**src/rtl/ysyx_220053_pipe_pkg.sv**
```systemverilog
// Shared constants for the ysyx_220053 elastic pipeline registers.
// Stage state encoding and default payload widths live here so every stage agrees on them.
package ysyx_220053_pipe_pkg;

  localparam int PC_W    = 64;
  localparam int INSTR_W = 32;
  localparam int OCC_W   = 2;

  typedef enum logic [1:0] {
    PS_EMPTY = 2'd0,
    PS_BUSY  = 2'd1,
    PS_FULL  = 2'd2
  } pipe_state_e;

endpackage

```
**src/rtl/ysyx_220053_sat_cnt.sv**
```systemverilog
// Saturating up-counter with synchronous clear; clear wins over increment.
// Shared by the core's performance counters.
module ysyx_220053_sat_cnt #(
  parameter int W = 16
) (
  input  logic         clk,
  input  logic         rst_n,
  input  logic         clr,
  input  logic         inc,
  output logic [W-1:0] cnt
);

  always_ff @(posedge clk or negedge rst_n) begin
    if (!rst_n) begin
      cnt <= '0;
    end else if (clr) begin
      cnt <= '0;
    end else if (inc && (cnt != {W{1'b1}})) begin
      cnt <= cnt + 1'b1;
    end
  end

endmodule

```
**src/rtl/ysyx_220053_pipe_skid_reg.sv**
```systemverilog
// Valid/ready inter-stage register with an optional two-entry skid buffer,
// synchronous flush and a saturating back-pressure counter.
module ysyx_220053_pipe_skid_reg
  import ysyx_220053_pipe_pkg::*;
#(
  parameter int DATA_W     = PC_W + INSTR_W,
  parameter int SKID       = 1,
  parameter int FLUSH_ZERO = 1,
  parameter int CNT_W      = 16
) (
  input  logic              clk,
  input  logic              rst_n,
  input  logic              flush,
  input  logic              in_valid,
  output logic              in_ready,
  input  logic [DATA_W-1:0] in_data,
  output logic              out_valid,
  input  logic              out_ready,
  output logic [DATA_W-1:0] out_data,
  output logic [OCC_W-1:0]  occupancy,
  input  logic              stall_clr,
  output logic [CNT_W-1:0]  stall_cnt
);

  localparam bit SKID_EN  = (SKID != 0);
  localparam bit ZERO_EN  = (FLUSH_ZERO != 0);

  pipe_state_e       state_q, state_n;
  logic [DATA_W-1:0] main_q, main_n;
  logic [DATA_W-1:0] skid_q, skid_n;

  always_ff @(posedge clk or negedge rst_n) begin
    if (!rst_n) begin
      state_q <= PS_EMPTY;
      main_q  <= '0;
      skid_q  <= '0;
    end else begin
      state_q <= state_n;
      main_q  <= main_n;
      skid_q  <= skid_n;
    end
  end

  // With the skid buffer in_ready depends on state only, so the stall chain is cut here.
  generate
    if (SKID_EN) begin : g_skid_ready
      assign in_ready = (state_q != PS_FULL);
    end else begin : g_plain_ready
      assign in_ready = rst_n ? ((state_q == PS_EMPTY) || out_ready) : out_ready;
    end
  endgenerate

  always_comb begin
    state_n = state_q;
    main_n  = main_q;
    skid_n  = skid_q;
    case (state_q)
      PS_EMPTY: begin
        if (in_valid && in_ready) begin
          state_n = PS_BUSY;
          main_n  = in_data;
        end
      end
      PS_BUSY: begin
        if (in_valid && out_ready) begin
          main_n = in_data;
        end else if (in_valid && SKID_EN) begin
          state_n = PS_FULL;
          skid_n  = in_data;
        end else if (out_ready) begin
          state_n = PS_EMPTY;
        end
      end
      PS_FULL: begin
        if (out_ready) begin
          state_n = PS_BUSY;
          main_n  = skid_q;
        end
      end
      default: begin
        state_n = PS_EMPTY;
      end
    endcase

    // Flush discards any same-cycle upstream offer; payloads are either zeroed or left untouched.
    if (flush) begin
      state_n = PS_EMPTY;
      if (ZERO_EN) begin
        main_n = '0;
        skid_n = '0;
      end else begin
        main_n = main_q;
        skid_n = skid_q;
      end
    end
  end

  assign out_valid = (state_q != PS_EMPTY);
  assign out_data  = main_q;
  assign occupancy = OCC_W'(state_q);

  ysyx_220053_sat_cnt #(
    .W (CNT_W)
  ) u_stall_cnt (
    .clk   (clk),
    .rst_n (rst_n),
    .clr   (stall_clr),
    .inc   (out_valid && !out_ready),
    .cnt   (stall_cnt)
  );

endmodule

```
**config.mk**
```make
export PLATFORM = sky130hd
export DESIGN_NAME = ysyx_220053_pipe_skid_reg
export DESIGN_NICKNAME = d
export VERILOG_FILES = /design/src/rtl/ysyx_220053_pipe_pkg.sv /design/src/rtl/ysyx_220053_sat_cnt.sv /design/src/rtl/ysyx_220053_pipe_skid_reg.sv
export SDC_FILE = /design/constraint.sdc
export NUM_CORES = 1
export LEC_CHECK = 0
export BUFFER_PORTS_ARGS = -buffer_cell sky130_fd_sc_hd__buf_2
export CAP_MARGIN = 25
export CORE_MARGIN = 4
export CORE_UTILIZATION = 50
export DETAILED_ROUTE_END_ITERATION = 16
export PLACE_DENSITY = 0.88
export SLEW_MARGIN = 20
export SYNTH_ARGS = -nofsm -noshare
export SYNTH_HDL_FRONTEND = slang
export SYNTH_HIERARCHICAL = 1
export SYNTH_SLANG_ARGS = --single-unit
export TNS_END_PERCENT = 10
```
**constraint.sdc**
```tcl
create_clock -name clk -period 1.85 [get_ports clk]
set_input_delay 0.37 -clock clk [delete_from_list [all_inputs] [get_ports clk]]
set_output_delay 0.37 -clock clk [all_outputs]
set_load 0.01 [all_outputs]
```
==> impl_metrics.tcl, run 1 <==
set metrics [dict create \
    status "finished with violations" \
    violations "negative setup slack" \
    cp.depth 4 \
    place_area_mm2 0.01186 \
    avgSynthCellArea_um2 10.39 \
    multi_input_area_mm2 0.004624 \
    firstDrtPassIters 5 \
    setup_ws_ns -0.02637 \
    clock_latency_ns 0.51 \
    maxSlewHeadroom_pct 64.71 \
    die_x_um 151.6 \
    ys_seq_area_share_pct 50.94 \
    grt.total_usage_pct 24.93 \
    cts_root_buffer "clkbuf_16" \
    post_drt_wl_per_cell_um 19.97 \
    area_growth_syn_to_layout_pct 23.09 \
    fin_util_pct 62.76 \
    drt_iter0_markers 639 \
    rsz0062_at_grt "true" \
    syn_nets 1096 \
    ys.warnings.count 6 \
    drv_slew 0 \
    whs_path_depth 3 \
    place.gp.congestion 0.8252 \
    clk_path_buf_depth 3 \
    grt_pass1_wl_mm 46.60 \
    ff2ff_path_depth 4 \
    synth_cell_types 43 \
    mostFrequentLayoutCell "buf_2" \
    skew_ns 0.008844 \
    drive_gt1_share_pct 30.32 \
    htree_levels 1 \
    ys_seq_elements 210 \
    critical_path_class "reg -> out" \
    start_util_pct 50.98 \
    final_cell_mix "214 x buf_2, 209 x dfrtp_1, 199 x nand2_1" \
    stdcell_area_mm2 0.01270 \
    cts_tree "done" \
    design_power_total_mw 10.86 \
    endpoint_kind "primary output" \
    drc_errors 0 \
    fill_cells 1587 \
    cts_sinks 210 \
    nets 1274 \
    grt_pass1_vias 9063 \
    crit_buf_inv 3 \
    powerDensity_mw_per_mm2 855.6 \
    wirelength_mm 29.05 \
    setup-violations-final 1 \
    syn_inst 993 \
    syn_area_mm2 0.01032 \
    start_kind "flip-flop" \
    final-seq-area_mm2 0.005259 \
    vdd_drop_max_uv 664.3 \
    layout.cells.non_filler 1455 \
    die-area_mm2 0.02299 \
    maxCapViolations 0 \
    critPathMaxFanout 4 \
    cp.required_ns 1.48 \
    grt_max_degree 101 \
    leakagePower_nw 6.244 \
    core_mm2 0.02023 \
    std_cell_rows 52 \
    dp_cells 1409 \
    antenna_left 0 \
    viasPerCell 6.157 \
    path_delay_family "flip-flops" \
    dieHeight_um 151.6 \
    antenna_found_initial 1 \
    min_period_ns 1.876 \
    clkTransAtPathRegs_ns 0.06 \
    hold_violations 0 \
    critPathArrivalTime_ns 1.51 \
    ioPinCount 218 \
    slowest_stage "dfrtp_4" \
    cts_made_buffers 23 \
    grt_overflow 0 \
    period_share_pct 101.4 \
    worst_pin_slew_ns 0.5294 \
    dp_hpwl_mm 18.07 \
    crit_chain "buf_8 -> nand2b_4 -> buf_16 -> buf_6" \
    pre_cts_ws_ns 0.07957 \
    routed-via-count 8959 \
    hp-class "in -> reg" \
    port_buffers 217 \
    max_stage_delay_ns 0.48 \
    timing.fmax_ghz 0.5329 \
]
-- state kept, by name, summed over array words and instances (netlist names) --
register         cells
out_data            96
u_stall_cnt/cnt     16
skid_q              96
occupancy            2
-- routing by layer --
layer | global-route usage [%] | up-vias | wire length (um)
li1 | - | 4055 | -
met1 | 32.50 | 4471 | 11400
met2 | 41.98 | 371 | 14570
met3 | 5.562 | 60 | 2407
met4 | 7.278 | 2 | 654
met5 | 0 | - | 13
-- through the flow --
| step | TNS, ns | hold slack [ns] |
|---|---|---|
| after floorplan | 0 | 0.07441 |
| after global placement | 0 | 0.3769 |
| after detailed placement | 0 | 0.3807 |
| after CTS | -0.07129 | 0.08629 |
| after global routing | -0.2018 | 0.1006 |
| final | -0.02637 | 0.1037 |
-- worst reg2reg max path, cell delays in order, from the launching register on --
cell and delay, ns:
dfrtp_1 0.47, and4_2 0.27, nand4_1 0.22, nor4_1 0.37, mux2_1 0.36
-- cells by family (layout without fill, tap and decap cells) --
family / Yosys count / count (layout) / share of synthesized area, %
simple gates: 247 / 247 / 10.53
buf+inv: 118 / 309 / 5.058
flops: 210 / 210 / 50.94
compound gates: 316 / 316 / 23.51
other cells: 0 / 1 / 0
fa+ha+maj: 1 / 1 / 0.1213
mux: 101 / 101 / 9.848
-- layout make-up --
type / count / area share (%)
antenna: 1 / 0.01971
clock buffer: 32 / 4.956
clock inverter: 6 / 0.4927
inverter: 4 / 0.1281
multi-input combinational: 665 / 36.42
sequential: 210 / 41.41
tap: 270 / 2.660
timing repair buffer: 267 / 13.91
-- cells in the mapped netlist, drive strengths merged --
cell type | instances | area share (%)
dfrtp | 210 | 51
nor4 | 5 | 0.45
o211a | 1 | 0.097
a211oi | 2 | 0.19
nand3b | 3 | 0.22
o211ai | 1 | 0.12
ha | 1 | 0.12
o21ai | 4 | 0.19
o2111ai | 96 | 8.2
a21oi | 108 | 5.2
nor2 | 5 | 0.18
o31ai | 103 | 9.4
nor2b | 5 | 0.30
or3 | 3 | 0.19
nor3 | 1 | 0.048
or3b | 1 | 0.085
or2 | 1 | 0.061
and4 | 2 | 0.19
mux2i | 97 | 9.4
o21a | 1 | 0.073
nand4bb | 1 | 0.11
nand2 | 199 | 7.2
and3 | 2 | 0.12
clkbuf | 82 | 3.0
nand2b | 1 | 0.061
mux2 | 4 | 0.44
nor4bb | 1 | 0.097
or4 | 7 | 0.53
buf | 32 | 1.9
inv | 4 | 0.15
nand4 | 7 | 0.49
nand3 | 3 | 0.15
-- final timing paths --
path | from | end | slack, ns
max | occupancy[0] | in_ready | -0.03
min | in_data[2] | skid_q[2] | 0.10
max reg2reg | u_stall_cnt/cnt[2] | u_stall_cnt/cnt[13] | 0.04
min reg2reg | skid_q[92] | skid_q[92] | 0.52
max in group asynchronous | rst_n | occupancy[0] | 0.85
min in group asynchronous | rst_n | out_data[58] | 0.40
-- power by group --
| group | internal (mW) | switching, mW |
|---|---|---|
| registers | 4.84 | 0.146 |
| logic | 0.589 | 0.978 |
| clock network | 2.50 | 1.81 |
| total | 7.93 | 2.93 |
-- timing repair --
item / CTS / global route
gates cloned: 2 / 0
setup buffers: 4 / 0
hold endpoints to repair: 43 / 0
setup endpoints to repair: 2 / 8
hold buffers: 1 / 0
resized for setup: 5 / 3
(Power assumes the default switching activity.)
==> inputs of run 2 (changes only) <==
--- a/config.mk
+++ b/config.mk
@@ -11,6 +11,7 @@
 export CORE_UTILIZATION = 50
 export DETAILED_ROUTE_END_ITERATION = 16
 export PLACE_DENSITY = 0.88
+export REMOVE_ABC_BUFFERS = 1
 export SLEW_MARGIN = 20
 export SYNTH_ARGS = -nofsm -noshare
 export SYNTH_HDL_FRONTEND = slang
==> run 2 against run 1 <==
The flow now finishes without violations. Count of clock-buffer cells in the layout is 4 higher. Die area stayed put. Largest cell class unchanged. Wire length is 0.87% higher. Largest power group unchanged. Total power is 2.5% higher. Critical endpoint unchanged. Final cell count is 0.55% lower. Critical path type unchanged.
==> impl_metrics.tcl, run 2 (same netlist as run 1, synthesis figures left out) <==
set metrics [dict create \
    status "completed" \
    dp_hpwl_mm 17.32 \
    pre_cts_ws_ns 0.05636 \
    drv_slew 0 \
    dp_cells 1401 \
    critPathArrivalTime_ns 1.44 \
    nets 1267 \
    ioPinCount 218 \
    final_cell_mix "214 x buf_2, 207 x dfrtp_1, 199 x nand2_1" \
    std_cell_rows 52 \
    antenna_found_initial 3 \
    fill_cells 1571 \
    port_buffers 217 \
    grt.total_usage_pct 25.19 \
    maxSlewHeadroom_pct 59.32 \
    reg2reg_to "u_stall_cnt/cnt[3]" \
    cts_root_buffer "clkbuf_16" \
    core_mm2 0.02023 \
    critical_path_class "reg -> out" \
    die-area_mm2 0.02299 \
    hp-class "in -> reg" \
    clkTransAtPathRegs_ns 0.06 \
    post_drt_wl_per_cell_um 20.25 \
    drt_iter0_markers 632 \
    area_growth_syn_to_layout_pct 23.80 \
    drc_errors 0 \
    cts_sinks 210 \
    crit_chain "buf_12 -> nand2b_4 -> buf_6" \
    final-seq-area_mm2 0.005261 \
    min_period_ns 1.814 \
    r2r_start "u_stall_cnt/cnt[0]" \
    routed-via-count 8906 \
    fin_util_pct 63.12 \
    die_x_um 151.6 \
    setup_ws_ns 0.03588 \
    cts_made_buffers 24 \
    critPathMaxFanout 5 \
    timing.fmax_ghz 0.5512 \
    worst_pin_slew_ns 0.6102 \
    antenna_left 0 \
    vdd_drop_max_uv 719.3 \
    r2r_setup_slack_ns 0.05 \
    stdcell_area_mm2 0.01277 \
    crit_buf_inv 2 \
    setup-violations-final 0 \
    leakagePower_nw 6.231 \
    period_share_pct 98.06 \
    fin_setup_tns_ns 0 \
    hp-start "in_data[65]" \
    drive_gt1_share_pct 30.44 \
    whs_endpoint "skid_q[65]" \
    whs_path_depth 3 \
    slowest_stage "dfrtp_4" \
    rsz0062_at_grt "true" \
    design_power_total_mw 11.14 \
    grt_pass1_vias 8966 \
    ff2ff_path_depth 6 \
    firstDrtPassIters 5 \
    cts_tree "done" \
    max_stage_delay_ns 0.48 \
    dieHeight_um 151.6 \
    skew_ns 0.01634 \
    mostFrequentLayoutCell "buf_2" \
    place.gp.congestion 0.8142 \
    grt_overflow 0 \
    powerDensity_mw_per_mm2 872.0 \
    place_area_mm2 0.01184 \
    multi_input_area_mm2 0.004644 \
    cp.required_ns 1.48 \
    grt_max_degree 120 \
    maxCapViolations 0 \
    wirelength_mm 29.31 \
    start_kind "flip-flop" \
    viasPerCell 6.155 \
    htree_levels 1 \
    start_util_pct 50.98 \
    layout.cells.non_filler 1447 \
    hold_violations 0 \
    endpoint_kind "primary output" \
    path_delay_family "flip-flops" \
    clk_path_buf_depth 3 \
    grt_pass1_wl_mm 47.06 \
    holdWs_ns 0.09720 \
    clock_latency_ns 0.51 \
]
-- run 2: changes by cell type in the layout (fill, tap and decap cells not counted), sizes merged --
cell,previous run,this run
clkinv,5,1
clkinvlp,0,1
clkbuf,33,38
bufinv,1,0
buf,263,254
-- run 2: where the power goes --
part / switching, mW / internal, mW
clock network: 1.84 / 2.69
registers: 0.154 / 4.84
logic: 0.991 / 0.616
-- run 2: how the worst max path moves through the flow --
stage                             startpoint                   to  slack (ns)  depth (start not counted)
after global placement          occupancy[0]          out_data[4]        0.08                          5
after detailed placement        occupancy[0]          out_data[4]        0.06                          5
after CTS                       occupancy[0]             in_ready        0.01                          3
after floorplan                 occupancy[0]            skid_q[0]       -7.10                          3
after global routing      u_stall_cnt/cnt[1]  u_stall_cnt/cnt[14]       -0.01                          5
final                           occupancy[0]             in_ready        0.04                          3
-- run 2: worst register-to-register path: stages (launching register included) --
cell     delay (ns)
dfrtp_1        0.39
ha_2           0.22
nand4_2        0.13
nor4_4         0.07
buf_12         0.16
or4_2          0.63
a21oi_2        0.15
-- run 2: area by class of cell --
cell class | count | area share [%]
Antenna cell | 1 | 0.01959
Clock buffer | 36 | 5.692
Clock inverter | 2 | 0.1470
Inverter | 4 | 0.1274
Multi-Input combinational cell | 665 | 36.37
Sequential cell | 210 | 41.20
Tap cell | 270 | 2.645
Timing Repair Buffer | 259 | 13.80
-- run 2: what timing repair did --
action | in CTS | in global routing
pin swaps | 0 | 0
endpoints found under the setup margin | 2 | 9
resized for setup | 4 | 14
buffers inserted | 4 | 0
endpoints found under the hold margin | 43 | 0
gates cloned | 2 | 0
hold buffers | 1 | 0
-- run 2: per-layer routing --
metal  vias up  GRT usage (%)  routed length (um)
met4         6          6.559                 584
li1       4048              -                   -
met5         -              0                  40
met2       393          40.27               13760
met1      4406          34.50               12230
met3        53          6.395                2691
==> inputs of run 3 (changes only) <==
--- a/config.mk
+++ b/config.mk
@@ -8,9 +8,9 @@
 export BUFFER_PORTS_ARGS = -buffer_cell sky130_fd_sc_hd__buf_2
 export CAP_MARGIN = 25
 export CORE_MARGIN = 4
-export CORE_UTILIZATION = 50
+export CORE_UTILIZATION = 55
 export DETAILED_ROUTE_END_ITERATION = 16
-export PLACE_DENSITY = 0.88
+export PLACE_DENSITY = 0.91
 export REMOVE_ABC_BUFFERS = 1
 export SLEW_MARGIN = 20
 export SYNTH_ARGS = -nofsm -noshare
==> constraint.sdc (replaced) <==
create_clock -name clk -period 2 [get_ports clk]
set_input_delay 0.4 -clock clk [delete_from_list [all_inputs] [get_ports clk]]
set_output_delay 0.4 -clock clk [all_outputs]
set_load 0.01 [all_outputs]
==> run 3 against run 2 <==
Final cell count is 2.3% lower. Non-clock buffer count is 4 higher. Critical path depth stayed put. Clock power is 8.6% lower. Wire length is 0.13% lower. Hold slack better by 0.015 ns. Sequential power is 7.6% lower. Clock skew is 0.0033 ns lower.
==> impl_metrics.tcl, run 3 (same netlist as run 1, synthesis figures left out) <==
set metrics [dict create \
    status "completed" \
    multi_input_area_mm2 0.004601 \
    drv_slew 0 \
    grt_max_degree 126 \
    vdd_drop_max_uv 608.6 \
    skew_ns 0.01308 \
    antenna_found_initial 4 \
    drt_iter0_markers 690 \
    critical_path_class "reg -> out" \
    drive_gt1_share_pct 30.01 \
    powerDensity_mw_per_mm2 811.1 \
    timing.fmax_ghz 0.5243 \
    start_kind "flip-flop" \
    pre_cts_ws_ns 0.1045 \
    dieHeight_um 145.0 \
    maxCapViolations 0 \
    antenna_left 0 \
    start_util_pct 56.65 \
    rsz0062_at_grt "false" \
    clk_path_buf_depth 3 \
    dp_hpwl_mm 17.88 \
    leakagePower_nw 6.200 \
    setup_ws_ns 0.09282 \
    setup-violations-final 0 \
    clock_latency_ns 0.51 \
    cts_root_buffer "clkbuf_16" \
    area_growth_syn_to_layout_pct 21.88 \
    die-area_mm2 0.02101 \
    ioPinCount 218 \
    layout.cells.non_filler 1414 \
    routed-via-count 9073 \
    grt_pass1_vias 9352 \
    clkTransAtPathRegs_ns 0.06 \
    critPathArrivalTime_ns 1.51 \
    worst_pin_slew_ns 0.7973 \
    final_cell_mix "215 x buf_2, 209 x dfrtp_1, 199 x nand2_1" \
    place.gp.congestion 0.8909 \
    drc_errors 0 \
    core_mm2 0.01821 \
    cp.required_ns 1.60 \
    cts_sinks 210 \
    nets 1270 \
    min_period_ns 1.907 \
    place_area_mm2 0.01179 \
    final-seq-area_mm2 0.005259 \
    viasPerCell 6.417 \
    hold_violations 0 \
    endpoint_kind "primary output" \
    critPathMaxFanout 10 \
    hp-class "in -> reg" \
    fill_cells 1314 \
    die_x_um 145.0 \
    post_drt_wl_per_cell_um 20.70 \
    cts_made_buffers 23 \
    grt.total_usage_pct 26.89 \
    maxSlewHeadroom_pct 46.84 \
    port_buffers 217 \
    std_cell_rows 49 \
    dp_cells 1367 \
    cts_tree "done" \
    period_share_pct 95.36 \
    grt_overflow 0 \
    htree_levels 1 \
    stdcell_area_mm2 0.01257 \
    firstDrtPassIters 5 \
    grt_pass1_wl_mm 47.65 \
    wirelength_mm 29.27 \
    mostFrequentLayoutCell "buf_2" \
]
[run 3: cell types whose count changed in the layout (fill, tap and decap cells not counted), sizes merged]
cell      delta
diode        +1
clkinv       +2
bufbuf       -2
clkinvlp     -1
clkbuf       +1
buf          +7
[run 3: where the power goes]
group | leakage (nW) | switching [mW] | total [mW] | internal, mW
combinational | 3.01 | 0.908 | 1.43 | 0.526
sequential | 2.83 | 0.142 | 4.62 | 4.48
clock | 0.368 | 1.70 | 4.14 | 2.45
total | 6.20 | 2.75 | 10.2 | 7.45
[run 3: what timing repair did]
item	CTS	global route
resized for setup	0	3
hold endpoints to repair	51	0
buffers inserted	1	2
hold buffers	1	0
setup endpoints to repair	1	13
pin swaps	0	1
[run 3: per-stage QoR]
step	hold WS, ns	total power, mW	TNS, ns	utilization [%]
after floorplan	0.1044	5.320	-1167.40	-
after global placement	0.4238	6.060	0	64.74
after detailed placement	0.4242	6.112	0	64.74
after CTS	0.09754	10.25	0	68.91
after global routing	0.1134	10.54	0	69.04
final	0.1124	10.20	0	69.05
[run 3: final cells by class]
class / count / area share (%)
clock buffers: 38 / 5.742
diodes: 2 / 0.03980
well taps: 229 / 2.279
inverters: 4 / 0.1294
flip-flops and latches: 210 / 41.83
repair buffers: 263 / 13.25
multi-input cells: 665 / 36.59
clock inverters: 3 / 0.1493
[run 3: critical path, cell delays in order (launching register included)]
cell and delay [ns]:
dfrtp_4 0.52, nand2b_4 0.17, buf_12 0.16, buf_2 0.14
[run 3: routing by layer]
layer | vias up | GRT usage (%) | wire (um)
met1 | 4516 | 33.57 | 11410
met3 | 79 | 6.579 | 2432
met5 | - | 0 | 22
li1 | 4050 | - | -
met2 | 422 | 46.08 | 14520
met4 | 6 | 9.311 | 881
[run 3: worst paths after layout]
check / from / to / slack (ns) / cells after the start
max reg2reg: occupancy[1] / out_data[86] / 0.11 / 6
max in group asynchronous: rst_n / out_data[80] / 0.88 / 3
min: flush / out_data[44] / 0.11 / 2
min reg2reg: skid_q[29] / skid_q[29] / 0.52 / 2
min in group asynchronous: rst_n / skid_q[87] / 0.45 / 2
max: occupancy[0] / in_ready / 0.09 / 3
